File: src/rtl/sync_fifo_param.sv
// sync_fifo_param: parametrised single-clock FIFO with threshold flags, occupancy,
// sticky error flags and optional first-word-fall-through read mode.
// Ports:
//   clk, rst          clock and synchronous active-high reset
//   din, write        write data and write request
//   read              read request
//   clr_err           clears sticky overflow/underflow
//   dout, read_stb    read data and read-data-valid strobe
//   empty, full       count == 0 / count == DEPTH
//   almost_empty      count <= AEMPTY_TH
//   almost_full       count >= AFULL_TH
//   count             occupancy 0..DEPTH
//   overflow          sticky: a write was refused
//   underflow         sticky: a read was refused
module sync_fifo_param #(
    parameter int WIDTH     = 8,
    parameter int DEPTH     = 256,
    parameter int AW        = $clog2(DEPTH),
    parameter int AFULL_TH  = DEPTH - 2,
    parameter int AEMPTY_TH = 1,
    parameter int FWFT      = 0
) (
    input  logic             clk,
    input  logic             rst,
    input  logic [WIDTH-1:0] din,
    input  logic             write,
    input  logic             read,
    input  logic             clr_err,
    output logic [WIDTH-1:0] dout,
    output logic             read_stb,
    output logic             empty,
    output logic             full,
    output logic             almost_empty,
    output logic             almost_full,
    output logic [AW:0]      count,
    output logic             overflow,
    output logic             underflow
);
    localparam int CW = AW + 1;

    logic [WIDTH-1:0] r_mem [DEPTH];
    logic [AW-1:0]    r_wr_ptr;
    logic [AW-1:0]    r_rd_ptr;
    logic [AW:0]      r_count;
    logic             r_ovf;
    logic             r_udf;
    logic             w_rd_ok;
    logic             w_wr_ok;

    assign empty        = r_count == '0;
    assign full         = r_count == CW'(DEPTH);
    assign almost_empty = r_count <= CW'(AEMPTY_TH);
    assign almost_full  = r_count >= CW'(AFULL_TH);
    assign count        = r_count;
    assign overflow     = r_ovf;
    assign underflow    = r_udf;

    // A read frees a slot in the same cycle, so a full FIFO still accepts a write alongside it.
    assign w_rd_ok = read & ~empty;
    assign w_wr_ok = write & (~full | w_rd_ok);

    always_ff @(posedge clk)
        if (!rst && w_wr_ok)
            r_mem[r_wr_ptr] <= din;

    always_ff @(posedge clk)
        if (rst) begin
            r_wr_ptr <= '0;
            r_rd_ptr <= '0;
            r_count  <= '0;
            r_ovf    <= 1'b0;
            r_udf    <= 1'b0;
        end else begin
            if (w_wr_ok)
                r_wr_ptr <= r_wr_ptr + AW'(1);
            if (w_rd_ok)
                r_rd_ptr <= r_rd_ptr + AW'(1);
            r_count <= r_count + CW'(w_wr_ok) - CW'(w_rd_ok);
            // A new error wins over a simultaneous clear.
            r_ovf <= (write & ~w_wr_ok) | (r_ovf & ~clr_err);
            r_udf <= (read & ~w_rd_ok) | (r_udf & ~clr_err);
        end

    generate
        if (FWFT != 0) begin : g_fwft
            assign dout     = r_mem[r_rd_ptr];
            assign read_stb = w_rd_ok;
        end else begin : g_reg
            logic [WIDTH-1:0] r_dout;
            logic             r_stb;
            always_ff @(posedge clk)
                if (rst) begin
                    r_dout <= '0;
                    r_stb  <= 1'b0;
                end else begin
                    r_stb <= w_rd_ok;
                    if (w_rd_ok)
                        r_dout <= r_mem[r_rd_ptr];
                end
            assign dout     = r_dout;
            assign read_stb = r_stb;
        end
    endgenerate
endmodule

File: config.mk
export PLATFORM = sky130hd
export DESIGN_NAME = sync_fifo_param
export DESIGN_NICKNAME = d
export VERILOG_FILES = /design/src/rtl/sync_fifo_param.sv
export SDC_FILE = /design/constraint.sdc
export NUM_CORES = 2
export LEC_CHECK = 0
export ABC_CLOCK_PERIOD_IN_PS = 3600
export CORE_AREA = 4 4 391 393
export CTS_CLUSTER_SIZE = 20
export DETAILED_ROUTE_END_ITERATION = 16
export DIE_AREA = 0 0 395 397
export GPL_ROUTABILITY_DRIVEN = 0
export PLACE_DENSITY_LB_ADDON = 0.2
export SYNTH_ARGS = -nofsm -noshare
export SYNTH_HDL_FRONTEND = slang
export SYNTH_SLANG_ARGS = --single-unit
File: constraint.sdc
create_clock -name clk -period 3.6 [get_ports clk]
set_input_delay 0.36 -clock clk [delete_from_list [all_inputs] [get_ports clk]]
set_output_delay 0.36 -clock clk [all_outputs]
set_load 0.01 [all_outputs]
# Word-level counts from Yosys, hierarchy flattened
# Memories as Yosys holds them, arrays and structs flattened. A register that Yosys moved wholly into a read port is not among the register bits.
# Cells that the tools add are included.
[word_totals]
reg_bits = 28
latchBits = 0
mem_bits_rw = 2048
romBits = 0
output_inout_bits = 24
elab_cells = 33
memories = 1
[mem_list]
columns = ["memory", "words", "word_bits", "read_ports", "rd_clocked_by_memory_dff", "wr", "line", "rtl"]
rows = [
  ["r_mem", 256, 8, 1, 1, 1, "41", "logic [WIDTH-1:0] r_mem [DEPTH];"],
]
[op_classes]
n_addsub = 4
n_mul = 0
div = 0
magnitude_cmp = 2
eq_ne = 1
shift = 0
n_mux = 2
n_bitwise = 14
n_reduce_logical = 3
[op_table]
columns = ["cell", "n"]
rows = [
  ["adder 8 x 1 -> 8 bit, second input constant", 2],
  ["adder 9 x 1 -> 9 bit", 1],
  ["== test 9 bit, second input constant", 1],
  ["greater-or-equal comparator 9 x 8 -> 1 bit, second input constant", 1],
  ["less-or-equal comparator 9 x 1 -> 1 bit, second input constant", 1],
  ["zero test 9 bit", 1],
  ["subtractor 9 x 1 -> 9 bit", 1],
  ["bitwise AND 1 bit", 6],
  ["NOT 1 bit", 5],
  ["bitwise OR 1 bit", 3],
  ["two-way mux 1 bit", 2],
  ["logical AND 1 bit", 1],
  ["zero test 1 bit", 1],
]

# Logic depth before layout (Yosys ltp)
[logic_depth]
depth_word = 8
ltp_mapped = 16

# Worst setup path after synthesis
# Ideal clock, no wire load.
[synth_timing]
path_type = "flip-flop to flip-flop"
startpoint = "reg r_count[2], in the netlist count[2]"
endpoint = "reg r_count[8], in the netlist count[8]"
setup_ps = 121
arrival_time_ps = 3185
path_slack_ps = 294
path_stages_with_launch = 17
path_cell_list = "dfxtp_1 > inv_1 > ha_1 > nand4b_1 > o41ai_1 > clkbuf_1 > o21ai_0 > ha_1 > inv_1 > fa_1 > o21bai_1 > a21oi_1 > o21bai_1 > a21oi_1 > o21bai_1 > a21oi_1 > mux2_2"
[synth_via]
elab_chain_len = 7
[synth_lines]
columns = ["item", "line", "rtl"]
rows = [
  ["from (decl)", "44", "logic [AW:0] r_count;"],
  ["from (signal assigned)", "78", "r_count <= r_count + CW'(w_wr_ok) - CW'(w_rd_ok);"],
  ["zero test 9 bit", "50", "assign empty = r_count == '0;"],
  ["NOT 1 bit", "59", "assign w_rd_ok = read & ~empty;"],
  ["bitwise AND 1 bit", "59", ""],
  ["bitwise OR 1 bit", "60", "assign w_wr_ok = write & (~full | w_rd_ok);"],
  ["bitwise AND 1 bit", "60", ""],
  ["adder 9 x 1 -> 9 bit", "78", ""],
  ["subtractor 9 x 1 -> 9 bit (*)", "78", ""],
]
# Mark *: on every way between the ends. The rest lies on a longest branch, timed or not.
# A chain may end at the register's enable or synchronous reset.

# Final worst setup path
[layout_timing]
startpoint = "reg r_count[4], in the netlist count[4]"
endpoint = "mem r_mem[22][1], enable pin"
[layout_via]
elab_chain_len = 8
[layout_lines]
columns = ["item", "line", "rtl"]
rows = [
  ["zero test 9 bit", "50", ""],
  ["NOT 1 bit", "59", ""],
  ["bitwise AND 1 bit", "59", ""],
  ["bitwise OR 1 bit (*)", "60", ""],
  ["bitwise AND 1 bit (*)", "60", ""],
  ["logical AND 1 bit (*)", "63", "if (!rst && w_wr_ok)"],
  ["two-way mux 1 bit (*)", "63", ""],
  ["two-way mux 1 bit (implied by the code) (*)", "64", "r_mem[r_wr_ptr] <= din;"],
  ["to (decl)", "41", ""],
]
# Marks and branches as above.

==> run summary <==
Status = completed
Worst-path fanout max = 16
Die Area = 156,800 um^2
Share of layout cells above drive strength 1 = 22.21%
Synth area leaders = edfxtp_1 (75%), mux4_2 (11%), mux2i_1 (3.7%)
Core area = 149,400 um^2
PD cells = 594.1 nW/um^2
FF+latch area = 62,240 um^2
Multi-input combinational cell area = 18,140 um^2
Most frequent cells in the layout = edfxtp_1 (2,048), mux4_2 (389), mux2i_1 (304)
Number of synthesized flops with an enable pin = 2,048
Clock-pin slew on the worst setup and hold paths = 0.06 ns
Final clock skew = 0.03072 ns
CP Class = reg2reg
Switching portion of total power = 23.46%
Drc violations = 0
Synth-to-Final Area Change = 13.24%
Total power = 0.05499 W
Number of library cell types mapped by synthesis = 62
Pin count of the biggest net entering global routing = 147
Hold Startpoint = din[5]
Area share of the leading cell type in the synthesized netlist = 75.24%
Hold Vio Cnt, Final = 0
Gr usage total = 25.91%
Worst setup SP type = register
Detailed Place HPWL = 124,800 um
Syn nets = 4,153
VDD IR max = 424.4 uV
Clock power share = 38.3%
Initial core utilization = 54.70%
P_int = 0.04209 W
Net Sw Power = 0.01290 W
Place WS = -0.1794 ns
Skew-Pair Late Insertion Delay = 0.85 ns
Avg WL per Cell = 31.03 um
IO Count = 37
Routed wire length = 202,900 um
RSZ-0062 raised after global routing = yes
Fin. max-slew vios = 0
Clock sink total = 2,084
Clk root buf = clkbuf_16
Area leader, netlist = edfxtp_1
TritonRoute pass-1 iters = 6
CTS buffer count = 203
Post-Syn Area = 81,730 um^2
Combinational fraction of design power = 12.8%
Antenna violations before repair = 9
Final WS setup = 0.06980 ns
CP arrival = 3.99 ns
Slew @ Worst Pin = 1.270 ns
Min cycle time layout = 3.530 ns
Max-Cap Viols = 0
Hold Crit Class = in2reg
Setup crit start = count[4]$_SDFF_PP0_
Tcrit/Tclk final = 98.06%
Port Buf Inserts = 36
Layout Nets = 4,390
Die span in y = 397 um
Fillers = 10,250
Most common cell after layout, fill and taps aside = edfxtp_1
DR iter-0 viols = 5,147
Worst path required time = 4.06 ns
Vias/cell = 6.399
Longest Clk Path Bufs = 3
Leak pwr = 28.64 nW
Cell count after synthesis = 4,111
R2r startpoint = count[4]$_SDFF_PP0_
Worst rel slew slack = 15.31%
Vias in the first global route = 41,420
Number of H-tree levels = 4
Average size of a mapped cell = 19.88 um^2
Final ANT Viol Nets = 0
Chip width = 395 um
Reg power frac = 48.9%
CP endpoint kind = register
GRT Residual Overflow = 0
Post-synth ARST share = 0%
Setup violators final = 0
FF+latch count, synth = 2,084
Fmax = 0.2833 GHz
Via count = 41,840
Global-route wire length before repair = 293,700 um
Yosys warns = 0
Prevailing post-synth register cell = edfxtp_1
Std cell rows = 142
Sequential fraction of the synthesis area = 76.12%
CTS tree = done
==> power by group through the flow <==
stage	sequential (W)	combinational (W)	clock [W]
floorplan	0.0273	0.00475	0
global placement	0.0274	0.00694	0
detailed placement	0.0274	0.00697	0
CTS	0.0269	0.00699	0.0213
global route	0.0269	0.00747	0.0224
finish	0.0269	0.00705	0.0211
==> registers in the layout, summed over array words and instances (netlist names) <==
name / cells
dout: 8
overflow: 1
r_rd_ptr: 8
underflow: 1
count: 9
r_mem: 2048
read_stb: 1
r_wr_ptr: 8
==> layer usage <==
layer / global-route usage, % / routed length (um)
met5: 0 / 34
met4: 8.064 / 5801
met1: 37.36 / 81450
met3: 6.103 / 19840
met2: 39.92 / 95760
==> cell families (layout without fill, tap and decap cells) <==
| logic type | count (synthesis) | after routing | share of synthesized area [%] |
|---|---|---|---|
| xor+xnor | 17 | 17 | 0.1822 |
| other cells | 0 | 5 | 0 |
| simple gates | 522 | 522 | 2.716 |
| buf+inv | 278 | 684 | 1.865 |
| mux | 718 | 718 | 14.79 |
| flops | 2084 | 2084 | 76.12 |
| compound gates | 463 | 463 | 3.875 |
| fa+ha+maj | 29 | 29 | 0.4531 |
==> cell type report <==
cell class / count / share of cell area (%)
clock inverters: 116 / 1.398
clock buffers: 258 / 5.755
inverters: 34 / 0.1446
multi-input cells: 1749 / 19.60
repair buffers: 276 / 3.125
well taps: 2016 / 2.725
diodes: 5 / 0.01352
flip-flops and latches: 2084 / 67.24
==> what timing repair did <==
item	in CTS	in global routing
pin swaps	0	1
endpoints found under the hold margin	25	0
gates resized for setup	2	18
setup endpoints to repair	2	348
gates cloned	0	0
buffers inserted	0	9
hold buffers	2	0
==> worst max-delay path, stage by stage (launching register included) <==
cell and delay (ns):
dfxtp_1 0.42, inv_1 0.13, ha_1 0.24, nand4b_1 0.10
buf_4 0.16, o41ai_4 0.08, buf_4 0.20, nor4b_1 0.38
buf_4 0.19, nand2_1 0.45, nor2_1 0.78
==> final timing paths <==
check                        endpoint  slack [ns]  cells after the start
max            r_mem[22][1]$_DFFE_PP_        0.07                     10
min           r_mem[119][5]$_DFFE_PP_        0.09                      1
min reg2reg  r_rd_ptr[7]$_SDFFE_PP0N_        0.56                      2
max reg2reg    r_mem[22][1]$_DFFE_PP_        0.07                     10
==> synth_stat cells, types with 12 or more instances <==
cell and number:
inv_1 33, nor2b_1 18, mux4_2 389, ha_1 28, edfxtp_1 2048, buf_2 32, buf_6 33, o221ai_1 127
mux2i_1 304, clkbuf_1 111, o21ai_0 52, and2_1 12, buf_4 38, o22ai_1 78, a211oi_1 15, buf_1 26
nand3_1 27, nor3_1 22, mux2_2 25, xnor2_1 12, a2111oi_0 14, nand2_1 82, dfxtp_1 36, a21oi_1 95
nor2_1 319, o21ai_1 25
==> metrics by stage <==
stage               util, %  area [um^2]  hold slack [ns]  TNS [ns]  std cells
floorplan                 -        81730           0.4589         0       4111
global placement      57.40        85760           0.5336   -0.5713       6148
detailed placement    57.40        85760           0.5403   -0.1794       6148
CTS                   61.85        92410          0.02867         0       6524
global route          61.94        92550          0.05370    -11.26       6533
finish                61.94        92560          0.08602         0       6538
Note: power is estimated with default switching activity, not from simulation.
